<file path="src/rtl/spi_shift_sequencer.sv">
// SPI mode-0 frame sequencer that drives an external parallel/serial shift register.
// Optional feature macro SPI_LSB_FIRST_EN: LSB-first framing (RIGHT shifts, mosi from bit 0).
module spi_shift_sequencer #(
   parameter int WIDTH  = 8,
   parameter int CLKDIV = 4
) (
   input  logic             clk,
   input  logic             rst_n,
   input  logic             start,
   input  logic [WIDTH-1:0] tx_data,
   input  logic [WIDTH-1:0] sr_pout,
   output logic [1:0]       sr_mode,
   output logic [WIDTH-1:0] sr_pin,
   output logic             sr_sin,
   input  logic             miso,
   output logic             mosi,
   output logic             sclk,
   output logic             cs_n,
   output logic             busy,
   output logic [WIDTH-1:0] rx_data,
   output logic             done
);

   localparam int BW = (WIDTH > 1) ? $clog2(WIDTH) : 1;
   localparam int DW = (CLKDIV > 1) ? $clog2(CLKDIV) : 1;
   localparam logic [DW-1:0] DIV_LAST = DW'(CLKDIV - 1);
   localparam logic [BW-1:0] BIT_LAST = BW'(WIDTH - 1);

   localparam logic [1:0] M_HOLD  = 2'd0;
   localparam logic [1:0] M_LEFT  = 2'd1;
   localparam logic [1:0] M_RIGHT = 2'd2;
   localparam logic [1:0] M_PLOAD = 2'd3;

   typedef enum logic [2:0] {
      S_IDLE, S_LOAD, S_LEAD, S_HIGH, S_LOW, S_DONE
   } state_t;

   state_t           state, state_nxt;
   logic [DW-1:0]    div_cnt;
   logic [BW-1:0]    bit_cnt;
   logic             div_end;
   logic             last_bit;
   logic             shift_now;
   logic [1:0]       shift_mode;
   logic [WIDTH-1:0] shifted;

`ifdef SPI_LSB_FIRST_EN
   assign shift_mode = M_RIGHT;
   assign mosi       = sr_pout[0];
   assign shifted    = {sr_sin, sr_pout[WIDTH-1:1]};
`else
   assign shift_mode = M_LEFT;
   assign mosi       = sr_pout[WIDTH-1];
   assign shifted    = {sr_pout[WIDTH-2:0], sr_sin};
`endif

   assign div_end   = (div_cnt == DIV_LAST);
   assign last_bit  = (bit_cnt == BIT_LAST);
   assign shift_now = (state == S_LOW) && (div_cnt == '0);

   always_comb begin
      state_nxt = state;
      sr_mode   = M_HOLD;
      case (state)
         S_IDLE: if (start) state_nxt = S_LOAD;
         S_LOAD: begin
            sr_mode   = M_PLOAD;
            state_nxt = S_LEAD;
         end
         S_LEAD: if (div_end) state_nxt = S_HIGH;
         S_HIGH: if (div_end) state_nxt = S_LOW;
         S_LOW: begin
            if (div_cnt == '0) sr_mode = shift_mode;
            if (div_end) state_nxt = last_bit ? S_DONE : S_HIGH;
         end
         S_DONE:  state_nxt = S_IDLE;
         default: state_nxt = S_IDLE;
      endcase
   end

   always_ff @(posedge clk or negedge rst_n) begin
      if (!rst_n) begin
         state   <= S_IDLE;
         div_cnt <= '0;
         bit_cnt <= '0;
         sclk    <= 1'b0;
         cs_n    <= 1'b1;
         busy    <= 1'b0;
         done    <= 1'b0;
         rx_data <= '0;
         sr_pin  <= '0;
         sr_sin  <= 1'b0;
      end else begin
         state <= state_nxt;
         done  <= 1'b0;
         if ((state_nxt != state) || div_end)
            div_cnt <= '0;
         else if (state inside {S_LEAD, S_HIGH, S_LOW})
            div_cnt <= div_cnt + 1'b1;

         case (state)
            S_IDLE: if (start) begin
               sr_pin <= tx_data;
               busy   <= 1'b1;
            end
            S_LOAD: begin
               cs_n    <= 1'b0;
               bit_cnt <= '0;
            end
            S_LEAD: if (div_end) sclk <= 1'b1;
            S_HIGH: begin
               if (div_cnt == '0) sr_sin <= miso;
               if (div_end) sclk <= 1'b0;
            end
            S_LOW: if (div_end) begin
               bit_cnt <= bit_cnt + 1'b1;
               if (!last_bit) begin
                  sclk <= 1'b1;
               end else begin
                  // Capture on entry to DONE so done is high during the DONE cycle;
                  // with a one-cycle LOW the final shift lands on this same edge.
                  rx_data <= shift_now ? shifted : sr_pout;
                  done    <= 1'b1;
               end
            end
            S_DONE: begin
               cs_n <= 1'b1;
               busy <= 1'b0;
            end
            default: ;
         endcase
      end
   end

endmodule

</file>
<file path="config.mk">
export PLATFORM = sky130hd
export DESIGN_NAME = spi_shift_sequencer
export DESIGN_NICKNAME = d
export VERILOG_FILES = /design/src/rtl/spi_shift_sequencer.sv
export SDC_FILE = /design/constraint.sdc
export NUM_CORES = 1
export LEC_CHECK = 0
export CORE_MARGIN = 2
export CORE_UTILIZATION = 50
export DETAILED_ROUTE_END_ITERATION = 8
export GPL_TIMING_DRIVEN = 0
export PLACE_DENSITY = 0.87
export SYNTH_ARGS = -nofsm -noshare
export SYNTH_HDL_FRONTEND = slang
export SYNTH_SLANG_ARGS = --single-unit
</file>
<file path="constraint.sdc">
create_clock -name clk -period 5.3 [get_ports clk]
set_input_delay 1.06 -clock clk [delete_from_list [all_inputs] [get_ports clk]]
set_output_delay 1.06 -clock clk [all_outputs]
set_load 0.02 [all_outputs]
</file>
-- After elaboration in Yosys (flattened, before gate mapping)
Cells that the tools add are included.
- register bits after elaboration: 29
- input port bits: 20
- output and inout bits: 24
- logic and storage cells: 64
- add/subtract/negate cells: 2
- equality and inequality tests: 13
- muxes and demuxes: 24
- reduce and logical (&&, ||, !) cells: 15
- operators by type and width (operator ; number):
    $mux 3 ; 6
    $pmux 3 s5 ; 1
    $ne 2x2->1 const B ; 5
    $eq 3x3->1 const B ; 3
    $mux 1 ; 9
    $mux 8 ; 1
    $reduce_and 2->1 ; 4
    $reduce_bool 2->1 ; 4
    $eq 3x2->1 const B ; 2
    $pmux 3 s2 ; 1
    $reduce_and 5->1 ; 1
    $mux 2 ; 2
    $pmux 1 s2 ; 2
    $pmux 2 s2 ; 1
    $add 3x1->3 const B ; 1
    $eq 3x1->1 const B ; 1
    $logic_not 3->1 ; 1
    $ne 3x3->1 ; 1
    $pmux 1 s3 ; 1
    $reduce_and 3->1 ; 1
    $reduce_bool 3->1 ; 1
    $add 2x1->2 const B ; 1
    $eq 2x2->1 const B ; 1
    $logic_not 2->1 ; 1
    2 further kinds ; 2

-- Longest topological paths before layout
Gate-level depths: netlist (run 1).
- depth after elaboration: 7
- mapped depth: 6
- mapped depth without buffers: 5

-- Worst setup path after synthesis (run 1)
Ideal clock, no wire load.
- path kind: flip-flop to output port
- from: register state[1]
- to: output sr_mode[0]
- data arrival time: 1.312 ns
- data required time: 4.240 ns
- setup slack: 2.928 ns
- stages on the path, launching flop included: 5
- path buffers: 1
- cell sequence: dfrtp_1 > buf_2 > nand2b_1 > nor2_1 > or2_2
- word-level cells in the longest chain between the ends: 2
- ends and longest elaborated chain (what ; line ; RTL):
    start: declaration ; 38 ; state_t state, state_nxt;
    start signal: assignment ; 94 ; state <= state_nxt;
    $eq 3x3->1 or $eq 3x1->1 (tied branches) ; 64 ; case (state)
    $pmux 2 s2 * ; 64 ;
    end: declaration ; 12 ; output logic [1:0] sr_mode,
Mark *: on every way between the ends. The rest lies on a longest branch, timed or not.

-- Final worst setup path (run 1)
- from: register div_cnt[0]
- to: output sr_mode[0]
- word-level cells in the longest chain between the ends: 3
- ends and longest elaborated chain (what ; line ; RTL):
    start: declaration ; 39 ; logic [DW-1:0] div_cnt;
    start signal: assignment ; 99 ; div_cnt <= div_cnt + 1'b1;
    $logic_not 2->1 ; 73 ; if (div_cnt == '0) sr_mode = shift_mode;
    $mux 1 ; 73 ;
    $pmux 2 s2 ; 64 ;
Every way passes these cells.

==> results of run 1 <==
==> report_power, final <==
part | switching, uW | internal [uW] | leakage, uW
clock network | 75.9 | 50.3 | 0.0000320
logic | 9.68 | 16.4 | 0.000499
registers | 0.386 | 221 | 0.000379
==> layout make-up <==
type / instances / area [sq um] / share of cell area
inverters: 4 / 15.0 / 0.00749
multi-input cells: 79 / 692 / 0.345
plain buffers: 8 / 55.1 / 0.0275
flip-flops and latches: 29 / 727 / 0.363
well taps: 31 / 38.8 / 0.0194
repair buffers: 43 / 425 / 0.212
clock inverters: 2 / 10.0 / 0.00499
clock buffers: 6 / 41.3 / 0.0206
==> flip-flops by register name, summed over array words and instances (netlist names) <==
signal   cells
rx_data      8
sr_pin       8
bit_cnt      3
state        3
div_cnt      2
busy         1
cs_n         1
done         1
sclk         1
sr_sin       1
==> worst max path at each step <==
| stage | start | end |
|---|---|---|
| 3_5_place_dp | sr_pout[7] | mosi |
| 6_report | div_cnt[0] | sr_mode[0] |
| 2_1_floorplan | state[1] | sr_mode[0] |
| 5_1_grt | div_cnt[0] | sr_mode[0] |
| 4_1_cts | div_cnt[0] | sr_mode[0] |
| 3_3_place_gp | sr_pout[7] | mosi |
==> worst max-delay path, delay by kind of cell (launching register included) <==
family                     cells  cell delay (ns)
buffers and inverters          3             0.91
adders and majority gates      1             0.17
and+or+nand+nor                2             0.46
DFF                            1             0.43
==> cells in the final DEF (no fill, tap or decap), drive strengths merged, types with 3 or more instances in the layout <==
master	n
a21oi	4
dfrtp	28
clkdlybuf4s50	42
ha	5
o21ai	4
o2bb2ai	3
mux2	25
inv	4
nand2b	4
nand2	6
clkbuf	6
buf	9
==> logic make-up after synthesis <==
family,share of synthesized area
muxes,0.209
xor gates and xnor gates,0.00588
buffers and inverters,0.0471
DFF,0.488
AOI/OAI and AO/OA,0.108
and+or+nand+nor,0.100
adders and majority gates,0.0420
==> per-stage QoR <==
step,util,area [sq um],hold slack (ns)
2_1_floorplan,-,1490,0.482
3_3_place_gp,0.704,1960,0.466
3_5_place_dp,0.704,1960,0.478
4_1_cts,0.722,2010,0.498
5_1_grt,0.721,2000,0.514
6_report,0.721,2000,0.493
==> routing by layer <==
layer / GRT usage / share of wire / vias to the layer above
met5: 0 / 0 / -
met4: 0.127 / 0.027 / 0
met3: 0.0549 / 0.062 / 9
met2: 0.343 / 0.49 / 39
met1: 0.270 / 0.42 / 540
li1: - / - / 538
==> flow_metrics.tcl, run 1 <==
set metrics [dict create \
    crit_required_ns 4.24 \
    grt.overflow.total 0 \
    synth-edff-count 0 \
    rsz0062_at_grt "no" \
    ant_nets 0 \
    worstSkewPairLatency_ns 0.33 \
    rr_startpoint "div_cnt[0]" \
    ys_types 36 \
    hp-class "reg2reg" \
    power_density_nw_per_um2 187 \
    cts.clk_slew.worst_paths_ns 0.09 \
    period_minus_slack_ns 3.34 \
    drive_gt1_frac 0.240 \
    cts_sinks 29 \
    irDropWorstVdd_uv 185 \
    r2r_cells 6 \
    critPathLaunchType "register" \
    dr.pass1.iters 2 \
    grt_pass1_vias 1160 \
    power_leakage_uw 0.000910 \
    path_class "reg2out" \
    drc 0 \
    cts_resized 0 \
    htree_levels 2 \
    slew_viol_final 0 \
    dp_cells 194 \
    top_level_ports 44 \
    fillCellCount 188 \
    n_antenna_cell 0 \
    grt_max_degree 30 \
    syn_nets 145 \
    clock_path_buffers 2 \
    grt_use_total 0.217 \
    hold_buffers 0 \
    min_path_cells 2 \
    instances_no_fill 202 \
    nets 195 \
    synth_ff_type "dfrtp_1" \
    p_total_uw 374 \
    yosysSeqAreaShare 0.488 \
    vias_per_cell 5.57 \
    path_cells "inv_1, ha_1, nor4bb_1, buf_6, or2_2, clkdlybuf4s50_1" \
    r2r_slack_ns 3.36 \
    arrival_ns 2.28 \
    via_count 1126 \
    syn_area_sq_um 1490 \
    area_growth_pct 34.6 \
    avgRoutedWirePerCell_microns 16.0 \
    slowest_delay_ns 0.61 \
    hold_viol 0 \
    initial_core_util 0.535 \
    timing.final.ws_setup_ns 1.96 \
    drt-initial-drc-count 19 \
    worst_hold_startpoint "cs_n" \
    post_cts_buffers 0 \
    dpl.hpwl_microns 2450 \
    rows 19 \
    max_freq_mhz 299 \
    synth-seq-cells 29 \
    skew_ns 0.00641 \
    wl_microns 3240 \
    numCtsBuffers 5 \
    routabilityCongestion 0.872 \
    antenna_found_initial 0 \
    synth_top_area_share 0.471 \
    synth_warnings 0 \
    period_share 0.631 \
    grt_pass1_wl_microns 5380 \
    synth.most_common_cell "dfrtp_1" \
    root_buffer "clkbuf_4" \
    whs_endpoint "cs_n" \
    core_sq_um 2780 \
    worstMarginPinSlew_ns 0.628 \
    dp_slack_ns 1.99 \
    die_h_microns 58.6 \
    rr_endpoint "rx_data[2]" \
    avgSynthCellArea_sq_um 12.4 \
    timing.max_slew.rel_slack 0.582 \
    io_buffers 43 \
    cp-end-kind "output pin" \
    status "complete, no violations" \
    dieWidth_microns 58.6 \
    finalSetupViolCount 0 \
    totalNegativeSetupSlack_ns 0 \
    worstPathMaxFanout 9 \
    drv_cap 0 \
    synth_area_leaders "dfrtp_1 (47%), mux2_2 (11%), mux2_4 (8.1%)" \
    synthArstFlopShare 1.00 \
    synthCells 120 \
    synth_largest_area_cell "dfrtp_1" \
    crit_path_top_delay_cell "clkdlybuf4s50_1" \
    synth_common_cells "dfrtp_1 (28), mux2_2 (14), mux2_4 (8)" \
    die_area_sq_um 3430 \
    cts_tree "yes" \
]
Note: power is estimated with default switching activity, not from simulation.
==> run 2: changes to the inputs <==
--- a/config.mk
+++ b/config.mk
@@ -6,10 +6,10 @@
 export NUM_CORES = 1
 export LEC_CHECK = 0
 export CORE_MARGIN = 2
-export CORE_UTILIZATION = 50
+export CORE_UTILIZATION = 42
 export DETAILED_ROUTE_END_ITERATION = 8
 export GPL_TIMING_DRIVEN = 0
-export PLACE_DENSITY = 0.87
+export PLACE_DENSITY = 0.78
 export SYNTH_ARGS = -nofsm -noshare
 export SYNTH_HDL_FRONTEND = slang
 export SYNTH_SLANG_ARGS = --single-unit
==> constraint.sdc (replaced) <==
create_clock -name clk -period 2.8 [get_ports clk]
set_input_delay 0.56 -clock clk [delete_from_list [all_inputs] [get_ports clk]]
set_output_delay 0.56 -clock clk [all_outputs]
set_load 0.02 [all_outputs]
==> run 2 against run 1 <==
Global-route usage shrank 4.1 points. Clock power up 89%. Die area increased by 18%.
==> flow_metrics.tcl, run 2 (synthesized netlist as in run 1, its figures left out) <==
set metrics [dict create \
    status "complete, no violations" \
    numCtsBuffers 5 \
    arrival_ns 1.99 \
    grt_pass1_wl_microns 5520 \
    dp_slack_ns 0.360 \
    final_common_cell "clkdlybuf4s50_1" \
    finalCoreUtilization 0.601 \
    clock_path_buffers 2 \
    path_class "reg2out" \
    io_buffers 43 \
    cts_tree "yes" \
    hold_viol 0 \
    worstMarginPinSlew_ns 0.635 \
    grt_pass1_vias 1154 \
    worstSkewPairLatency_ns 0.33 \
    dr.pass1.iters 4 \
    timing.max_slew.rel_slack 0.577 \
    rsz0062_at_grt "no" \
    drc 0 \
    period_minus_slack_ns 2.55 \
    layout_common_cells "clkdlybuf4s50_1 (41), dfrtp_1 (28), mux2_2 (14), mux2_4 (8)" \
    timing.final.ws_setup_ns 0.254 \
    avgRoutedWirePerCell_microns 14.6 \
    via_count 1135 \
    dp_cells 209 \
    period_share 0.909 \
    top_regs "rx_data x8, sr_pin x8" \
    slew_viol_final 0 \
    grt_use_total 0.176 \
    htree_levels 2 \
    totalNegativeSetupSlack_ns 0 \
    cp-end-kind "output pin" \
    cts.clk_slew.worst_paths_ns 0.09 \
    top_level_ports 44 \
    drt-initial-drc-count 56 \
    max_freq_mhz 393 \
    root_buffer "clkbuf_4" \
    post_cts_buffers 0 \
    die_area_sq_um 4040 \
    n_antenna_cell 0 \
    critPathLaunchType "register" \
    crit_required_ns 2.24 \
    routabilityCongestion 0.805 \
    area_growth_pct 35.8 \
    cts_sinks 29 \
    hp-class "in2async" \
    drive_gt1_frac 0.240 \
    drv_cap 0 \
    vias_per_cell 5.23 \
    irDropWorstVdd_uv 238 \
    antenna_found_initial 0 \
    instances_no_fill 217 \
    ant_nets 0 \
    initial_core_util 0.443 \
    power_leakage_uw 0.000908 \
    grt.overflow.total 0 \
    worstPathMaxFanout 10 \
    dieWidth_microns 63.5 \
    rows 21 \
    power_density_nw_per_um2 350 \
    nets 195 \
    skew_ns 0.00991 \
    die_h_microns 63.5 \
    finalSetupViolCount 0 \
    wl_microns 3170 \
    dpl.hpwl_microns 2340 \
    core_sq_um 3360 \
    grt_max_degree 30 \
]
[run 2: cell types whose count changed in the layout (fill, tap and decap cells not counted), sizes merged]
cell	before	now
clkdlybuf4s50	42	41
dlygate4sd2	0	1
[run 2: worst paths after layout]
kind                            start    endpoint  slack (ns)  cells past startpoint
max reg2reg                div_cnt[0]  rx_data[6]        0.90                      6
max in group asynchronous       rst_n  div_cnt[0]        2.14                      1
min reg2reg                 sr_pin[3]   sr_pin[3]        0.49                      1
max                          state[1]  sr_mode[1]        0.25                      4
min                             rst_n    state[1]        0.24                      1
min in group clk            sr_pin[3]   sr_pin[3]        0.49                      1
[run 2: metal layers]
metal,GRT usage,up-vias,wire length (microns)
met1,0.213,556,1370
met2,0.287,35,1560
met5,0,-,0
met4,0.0652,0,53
li1,-,538,-
met3,0.0661,6,193
[run 2: cell type report]
cell class | instances | area [sq um]
fill | 287 | 1340
sequential | 29 | 727
multi-input combinational | 79 | 692
timing repair buffer | 43 | 424
tap | 46 | 57.6
buffer | 8 | 55.1
clock buffer | 6 | 41.3
inverter | 4 | 15.0
clock inverter | 2 | 10.0
[run 2: repair_timing]
| action | CTS | global route |
|---|---|---|
| hold buffers | 0 | 0 |
| endpoints found under the setup margin | 1 | 0 |
| resized for setup | 1 | 0 |
[run 2: stage by stage]
step                      cell area [sq um]  hold WS, ns  total power [uW]
after floorplan                        1490        0.264               438
after global placement                 1980        0.470               477
after detailed placement               1980        0.475               478
after CTS                              2030        0.495               717
after global routing                   2020        0.283               746
final                                  2020        0.245               707
[run 2: power by group]
| group | switching (uW) | internal, uW | total [uW] |
|---|---|---|---|
| clock | 143 | 95.4 | 238 |
| combinational | 17.8 | 31.1 | 48.9 |
| sequential | 0.537 | 419 | 420 |
| total | 161 | 546 | 707 |
[run 2: worst max-delay path: stages, from the launching register on]
cell and delay, ns:
dfrtp_1 0.44, buf_2 0.20, nand2b_1 0.22, nor2_1 0.17, clkdlybuf4s50_1 0.63
